===== src/rtl/lsu_pkg.sv =====
// Shared definitions for the load/store unit: funct3 encodings, FSM states and
// the fault predicates used by both the store and the load paths.
package lsu_pkg;

    localparam logic [2:0] F3_B  = 3'b000;
    localparam logic [2:0] F3_H  = 3'b001;
    localparam logic [2:0] F3_W  = 3'b010;
    localparam logic [2:0] F3_BU = 3'b100;
    localparam logic [2:0] F3_HU = 3'b101;

    typedef enum logic [1:0] {
        IDLE   = 2'd0,
        ACCESS = 2'd1,
        WAIT   = 2'd2,
        RESP   = 2'd3
    } lsu_state_t;

    // Width is carried in funct3[1:0] for both loads and stores.
    function automatic logic is_misaligned(input logic [2:0] funct3, input logic [1:0] off);
        case (funct3[1:0])
            2'b01:   return off[0];
            2'b10:   return off != 2'b00;
            default: return 1'b0;
        endcase
    endfunction

    function automatic logic is_illegal(input logic store, input logic [2:0] funct3);
        if (store)
            return funct3 >= 3'b011;
        return (funct3 == 3'b011) || (funct3[2:1] == 2'b11);
    endfunction

endpackage


===== src/rtl/load_align.sv =====
// Load-side lane select and sign/zero extension of a memory word.
module load_align
    import lsu_pkg::*;
(
    input  logic [31:0] rdata,
    input  logic [2:0]  funct3,
    input  logic [1:0]  off,
    output logic [31:0] data
);

    logic signed [7:0]  byte_s;
    logic signed [15:0] half_s;

    always_comb begin
        byte_s = rdata[{off, 3'b000} +: 8];
        half_s = off[1] ? rdata[31:16] : rdata[15:0];
        case (funct3)
            F3_B:    data = {{24{byte_s[7]}}, byte_s};
            F3_H:    data = {{16{half_s[15]}}, half_s};
            F3_W:    data = rdata;
            F3_BU:   data = {24'b0, byte_s};
            F3_HU:   data = {16'b0, half_s};
            default: data = 32'b0;
        endcase
    end

endmodule


===== src/rtl/load_store_unit.sv =====
// Load/store unit between the multicycle core FSM and word-addressed data memory:
// one request at a time, store lane replication, load alignment, fault screening.
module load_store_unit
    import lsu_pkg::*;
#(
    parameter int MEM_LATENCY = 1
) (
    input  logic        clk,
    input  logic        reset_n,
    input  logic        req_valid,
    output logic        req_ready,
    input  logic        req_store,
    input  logic [2:0]  req_funct3,
    input  logic [31:0] req_addr,
    input  logic [31:0] req_wdata,
    output logic        resp_valid,
    output logic [31:0] resp_rdata,
    output logic        resp_fault,
    output logic [31:0] mem_addr,
    output logic        mem_wren,
    output logic [3:0]  mem_wstrb,
    output logic [31:0] mem_wdata,
    input  logic [31:0] mem_rdata
);

    lsu_state_t  state;
    logic [3:0]  cnt;
    logic        accept;
    logic        fault;
    logic [1:0]  off;
    logic [3:0]  strb;
    logic [31:0] wdata_rep;
    logic [31:0] load_data;
    logic        store_p0;
    logic [2:0]  funct3_p0;
    logic [1:0]  off_p0;

    assign accept = req_valid && req_ready;
    assign off    = req_addr[1:0];
    assign fault  = is_illegal(req_store, req_funct3) || is_misaligned(req_funct3, off);

    always_comb begin
        strb      = 4'b1111;
        wdata_rep = req_wdata;
        case (req_funct3[1:0])
            2'b00: begin
                strb      = 4'b0001 << off;
                wdata_rep = {4{req_wdata[7:0]}};
            end
            2'b01: begin
                strb      = 4'b0011 << off;
                wdata_rep = {2{req_wdata[15:0]}};
            end
            default: ;
        endcase
    end

    // Request capture at the accept edge; the core may change its fields afterwards
    always_ff @(posedge clk) begin
        if (accept) begin
            store_p0  <= req_store;
            funct3_p0 <= req_funct3;
            off_p0    <= off;
        end
    end

    load_align u_load_align (
        .rdata  (mem_rdata),
        .funct3 (funct3_p0),
        .off    (off_p0),
        .data   (load_data)
    );

    // Control FSM; every output is registered so reset clears them asynchronously
    always_ff @(posedge clk or negedge reset_n) begin
        if (!reset_n) begin
            state      <= IDLE;
            cnt        <= 4'd0;
            req_ready  <= 1'b0;
            resp_valid <= 1'b0;
            resp_rdata <= 32'b0;
            resp_fault <= 1'b0;
            mem_addr   <= 32'b0;
            mem_wren   <= 1'b0;
            mem_wstrb  <= 4'b0;
            mem_wdata  <= 32'b0;
        end else begin
            mem_wren   <= 1'b0;
            mem_wstrb  <= 4'b0;
            mem_wdata  <= 32'b0;
            resp_valid <= 1'b0;
            resp_rdata <= 32'b0;
            resp_fault <= 1'b0;
            case (state)
                IDLE: begin
                    req_ready <= 1'b1;
                    if (accept) begin
                        req_ready <= 1'b0;
                        if (fault) begin
                            state      <= RESP;
                            resp_valid <= 1'b1;
                            resp_fault <= 1'b1;
                        end else begin
                            state     <= ACCESS;
                            mem_addr  <= {req_addr[31:2], 2'b00};
                            mem_wren  <= req_store;
                            mem_wstrb <= req_store ? strb : 4'b0;
                            mem_wdata <= req_store ? wdata_rep : 32'b0;
                        end
                    end
                end
                ACCESS: begin
                    if (store_p0) begin
                        state      <= RESP;
                        resp_valid <= 1'b1;
                    end else begin
                        state <= WAIT;
                        cnt   <= 4'(MEM_LATENCY - 1);
                    end
                end
                WAIT: begin
                    if (cnt == 4'd0) begin
                        state      <= RESP;
                        resp_valid <= 1'b1;
                        resp_rdata <= load_data;
                    end else begin
                        cnt <= cnt - 4'd1;
                    end
                end
                RESP: begin
                    state     <= IDLE;
                    req_ready <= 1'b1;
                end
                default: state <= IDLE;
            endcase
        end
    end

endmodule

===== config.mk =====
export PLATFORM = sky130hd
export DESIGN_NAME = load_store_unit
export DESIGN_NICKNAME = d
export VERILOG_FILES = /design/src/rtl/lsu_pkg.sv /design/src/rtl/load_align.sv /design/src/rtl/load_store_unit.sv
export SDC_FILE = /design/constraint.sdc
export NUM_CORES = 1
export LEC_CHECK = 0
export CORE_ASPECT_RATIO = 0.6
export CORE_UTILIZATION = 47
export DETAILED_ROUTE_END_ITERATION = 8
export GPL_TIMING_DRIVEN = 1
export PLACE_DENSITY = 0.87
export REMOVE_ABC_BUFFERS = 1
export SLEW_MARGIN = 20
export SYNTH_ARGS = -nofsm -noshare
export SYNTH_HDL_FRONTEND = slang
export SYNTH_HIERARCHICAL = 1
export SYNTH_SLANG_ARGS = --single-unit

===== constraint.sdc =====
create_clock -name clk -period 5.8 [get_ports clk]
set_clock_uncertainty 0.2 [all_clocks]
set_input_delay 0.87 -clock clk [delete_from_list [all_inputs] [get_ports clk]]
set_output_delay 0.87 -clock clk [all_outputs]
set_load 0.005 [all_outputs]

==> impl_metrics.toml, run 1 <==
[worst_setup_path]
reg2reg_to = "mem_addr[14]"
crit_type = "in2reg"
worstPathArrival_ps = 3580
r2r_setup_slack_ps = 3040
crit_fanout = 30
cp-end-kind = "flip-flop"
start_kind = "input port"
worst-path-buf-inv = 2
path_cells = "clkdlybuf4s50_1, inv_1, ha_1, and2_1, o21ai_4, nand2_2, mux2_4"
r2r-start = "state[0]"
startpoint = "req_funct3[1]"
crit_required_ps = 5880
cp_slowest_cell = "clkdlybuf4s50_1"
slowest_delay_ps = 610
reg2reg_depth = 6
crit_family = "simple AND/OR/NAND/NOR gates"

[grt]
antenna_found_initial = 0
grt_pass1_vias = 4423
grt_usage = 0.2647
grt_max_degree = 77
grt_pass1_wl_um = 23710
grt_overflow_total = 0

[final_layout]
area_growth_pct = 50.39
layout.nets = 768
final_common_cell = "clkdlybuf4s50_1"
antenna_cells = 0
drive_above_1_share = 0.1300
layout_common_cells = "clkdlybuf4s50_1, dfrtp_1, nand2_1, and2_1, mux2_4"

[synth]
synth_cell_type_count = 52
ys_ff_latch = 114
netlist_instances = 459
synth_top_cells_by_area = "dfrtp_1, mux2_4, and2_1"
synth_edf_count = 6
syn-cell-area_um2 = 5299
synth-seq-area-share = 0.5440
syn-mean-instance-area_um2 = 11.54
async_flop_share = 0.9474
yosysWarnings = 6
ys.flop_type = "dfrtp_1"
synth_top_cell_area_share = 0.5100
synth_area_leader_cell = "dfrtp_1"

[sta]
tns_ps = 0
max_slew_margin = 0.2364
hold_viol = 0
max_freq_ghz = 0.2853
finalCriticalPeriod_ps = 3505
drv_slew = 0
setup_viol = 0
whs_ps = 189.1
post-route-period-util = 0.6044
grt_setup_unrepaired = "false"
worst_pin_slew_ps = 1141

[floorplan]
coreArea_um2 = 10780
die_y_um = 84.25
placementRows = 29
die_area_um2 = 11720
die_x_um = 139.1
ios = 207
start_util = 0.4917

[clock_tree]
cts_made_buffers = 17
postCtsHoldBufs = 0
clock-sinks = 114
clk_pin_slew_worst_paths_ps = 50
worstSkewPairLatency_ps = 410
root_buffer = "clkbuf_16"
cts_tree = "done"
clockBufferDepth = 2
postCtsSetupRepairBufs = 0
cts_max_level = 4
post_cts_resized = 0

[pwr]
peakVddDrop_uv = 252.6
power_density_nw_per_um2 = 386.6
p_total_mw = 3.081
p_leak_nw = 3.598

[drt]
ant_nets = 0
vias = 4317
wl_um = 14780
firstDrtPassIters = 7
drc_errors = 15
vias_per_cell = 5.343
routedWlPerCell_um = 18.29
drt_iter0_drc = 251

[worst_hold_path]
hp-class = "in2async"

[outcome]
outcome = "finished, violations left"
violations = "design-rule violations"

[place]
hpwl_um = 10320
place.gp.congestion = 0.8590
port_buffers = 204

[flow_run]
max-cap-violations = 0
-- power by group --
group | switching, mW | internal [mW] | total, mW
clock | 0.354 | 0.721 | 1.08
sequential | 0.107 | 0.966 | 1.07
combinational | 0.366 | 0.566 | 0.932
total | 0.827 | 2.25 | 3.08
-- sequential cells by signal, indices dropped and copies added, names as in the netlist --
name / flops
resp_valid: 1
mem_wren: 1
cnt: 4
off_p0: 2
resp_fault: 1
funct3_p0: 3
req_ready: 1
state: 2
mem_addr: 30
mem_wdata: 32
mem_wstrb: 4
store_p0: 1
resp_rdata: 32
-- worst max path at each step --
stage          cells after the start  slack (ps)      endpoint
6_report                           7        2290  mem_addr[14]
5_1_grt                            7        2160   mem_addr[9]
4_1_cts                            8        2050  mem_wdata[7]
3_5_place_dp                       8        1650  mem_wdata[7]
3_3_place_gp                       8        1840  mem_wdata[5]
2_1_floorplan                      7        2870  mem_wdata[0]
-- synth_stat cells, drive strengths merged (2+ instances only) --
cell	instances
a211oi	2
edfxtp	6
nor3b	2
nand2b	4
or2	3
inv	10
o21ai	12
o221ai	6
o211ai	16
a221o	4
nand2	66
nand3	20
a21o	2
dfrtp	108
mux2	39
nor2b	2
nor3	6
o22ai	5
clkbuf	12
mux2i	9
a21oi	21
ha	9
buf	17
a22oi	6
a31oi	8
nor2	9
and2	42
-- logic make-up after synthesis --
logic type	count (synthesis)	synth area share
other cells	1	0.0007077
mux	48	0.1218
buf+inv	39	0.04203
simple gates	161	0.1533
compound gates	87	0.1169
flops	114	0.5440
fa+ha+maj	9	0.02125
-- final cells by class --
type	count	area [um^2]
repair buffers	206	2054
flip-flops and latches	114	2883
inverters	10	37.54
clock inverters	9	126.4
well taps	139	173.9
multi-input cells	307	2205
fillers	710	2808
clock buffers	23	489.2
-- routing by layer --
metal  GRT usage  vias up  wire length [um]
li1            -     2007                 -
met1      0.3357     2082              6249
met2      0.4284      204              6958
met3     0.09070       24              1376
met4     0.08586        0               194
met5           0        -                 0
-- through the flow --
stage,setup slack [ps],utilization,std cells,area (um^2)
floorplan,2873,-,431,5117
global placement,1842,0.6816,776,7346
detailed placement,1649,0.6816,776,7346
CTS,2047,0.7388,808,7961
global route,2158,0.7395,808,7969
finish,2295,0.7395,808,7969
Note: power is estimated with default switching activity, not from simulation.
==> run 2: changes to the inputs <==
--- a/config.mk
+++ b/config.mk
@@ -6,10 +6,10 @@
 export NUM_CORES = 1
 export LEC_CHECK = 0
 export CORE_ASPECT_RATIO = 0.6
-export CORE_UTILIZATION = 47
+export CORE_UTILIZATION = 40
 export DETAILED_ROUTE_END_ITERATION = 8
 export GPL_TIMING_DRIVEN = 1
-export PLACE_DENSITY = 0.87
+export PLACE_DENSITY = 0.79
 export REMOVE_ABC_BUFFERS = 1
 export SLEW_MARGIN = 20
 export SYNTH_ARGS = -nofsm -noshare
==> constraint.sdc (replaced) <==
create_clock -name clk -period 2.9 [get_ports clk]
set_clock_uncertainty 0.2 [all_clocks]
set_input_delay 0.435 -clock clk [delete_from_list [all_inputs] [get_ports clk]]
set_output_delay 0.435 -clock clk [all_outputs]
set_load 0.005 [all_outputs]
==> impl_metrics.toml, run 2 (synthesis gave the netlist of run 1 again) <==
[outcome]
outcome = "finished, final reports clean"

[worst_setup_path]
worstPathArrival_ps = 2450
crit_fanout = 25
crit_required_ps = 2990
cp-end-kind = "flip-flop"
crit_type = "reg2reg"
start_kind = "flip-flop"

[drt]
drc_errors = 0
vias = 4411
drt_iter0_drc = 255
wl_um = 14540
vias_per_cell = 5.196
ant_nets = 0
firstDrtPassIters = 5
routedWlPerCell_um = 17.12

[floorplan]
die_x_um = 150.6
placementRows = 32
die_y_um = 91.16
ios = 207
die_area_um2 = 13730
start_util = 0.4110
coreArea_um2 = 12890

[clock_tree]
clk_pin_slew_worst_paths_ps = 50
cts_max_level = 4
cts_made_buffers = 17
cts_tree = "done"
worstSkewPairLatency_ps = 410
clock-sinks = 114
clockBufferDepth = 2
root_buffer = "clkbuf_16"
postCtsSetupRepairBufs = 0

[pwr]
power_density_nw_per_um2 = 754.1
seq_power_share = 0.352
intPower_mw = 4.407
p_sw_mw = 1.689
combPwrFrac = 0.306
swShare = 0.2770
peakVddDrop_uv = 333.4
p_leak_nw = 3.637
power.clock.fraction = 0.342

[place]
place.gp.congestion = 0.8518
port_buffers = 204
hpwl_um = 10330
placed_cell_area_um2 = 7477

[sta]
max_freq_ghz = 0.4243
grt_setup_unrepaired = "false"
whs_ps = 307.6
finalCriticalPeriod_ps = 2357
hold_viol = 0
drv_slew = 0
max_slew_margin = 0.5039
post-route-period-util = 0.8128
worst_pin_slew_ps = 740.9
setup_viol = 0
tns_ps = 0

[grt]
grt_usage = 0.2179
antenna_found_initial = 0
grt_pass1_vias = 4335
grt_overflow_total = 0
grt_pass1_wl_um = 22720
grt_max_degree = 59

[final_layout]
antenna_cells = 0
fin_util = 0.6270
reg_top3 = "mem_wdata: 32 flops, resp_rdata: 32 flops, mem_addr: 30 flops"
layout.nets = 778
final_common_cell = "clkdlybuf4s50_1"
layout_common_cells = "clkdlybuf4s50_1, dfrtp_1, nand2_1, and2_1, mux2_4"
area_growth_pct = 52.56
drive_above_1_share = 0.1429
fin_area_um2 = 8084

[flow_run]
max-cap-violations = 0

[worst_hold_path]
hp-class = "reg2reg"
run 2: changes by cell type in the layout (fill, tap and decap cells not counted), sizes merged:
cell | previous run | this run
buf | 3 | 12
clkbuf | 23 | 20
clkinvlp | 1 | 4
inv | 10 | 12
bufinv | 3 | 2
clkinv | 5 | 4
dlygate4sd3 | 0 | 1
run 2: layout make-up:
class / instances / area, um^2
Tap cell: 170 / 212.7
Sequential cell: 114 / 2883
Clock inverter: 12 / 130.1
Clock buffer: 20 / 466.7
Fill cell: 983 / 4808
Inverter: 10 / 37.54
Timing Repair Buffer: 216 / 2157
Multi-Input combinational cell: 307 / 2197
run 2: stage by stage:
step	cells	power (mW)	worst slack (ps)
after floorplan	431	3.023	407.7
after global placement	816	3.948	258.1
after detailed placement	816	4.024	188.7
after CTS	849	6.140	592.2
after global routing	849	6.406	414.4
final	849	6.096	543.0
run 2: power by group through the flow:
| stage | clock (mW) | combinational (mW) | sequential, mW |
|---|---|---|---|
| 2_1_floorplan | 0 | 0.864 | 2.16 |
| 3_3_place_gp | 0 | 1.80 | 2.15 |
| 3_5_place_dp | 0 | 1.86 | 2.16 |
| 4_1_cts | 2.12 | 1.87 | 2.14 |
| 5_1_grt | 2.20 | 2.02 | 2.18 |
| 6_report | 2.09 | 1.87 | 2.14 |
run 2: worst max-delay path, stage by stage, from the launching register on:
cell	delay (ps)
edfxtp_1	810
nor2_1	230
a22oi_4	580
o221ai_1	240
and2_1	190
run 2: repair_timing:
item,CTS,global route
hold endpoints to repair,50,0
hold buffers,1,0
gates resized for setup,0,0
run 2: path summary, 6_finish.rpt:
| kind | startpoint | endpoint | slack, ps | cells after the start |
|---|---|---|---|---|
| min in group asynchronous | reset_n | mem_wdata[18] | 390 | 2 |
| max | off_p0[1] | resp_rdata[10] | 540 | 4 |
| min | mem_addr[29] | mem_addr[29] | 310 | 1 |
| max in group asynchronous | reset_n | mem_addr[28] | 1350 | 3 |
| min reg2reg | mem_addr[29] | mem_addr[29] | 310 | 1 |
| max reg2reg | off_p0[1] | resp_rdata[10] | 540 | 4 |
run 2: layer usage:
metal,vias up,GRT usage,wire (um)
met3,24,0.06935,1407
met2,221,0.3337,6574
met4,0,0.09333,284
met5,-,0,0
li1,2018,-,-
met1,2148,0.2828,6269
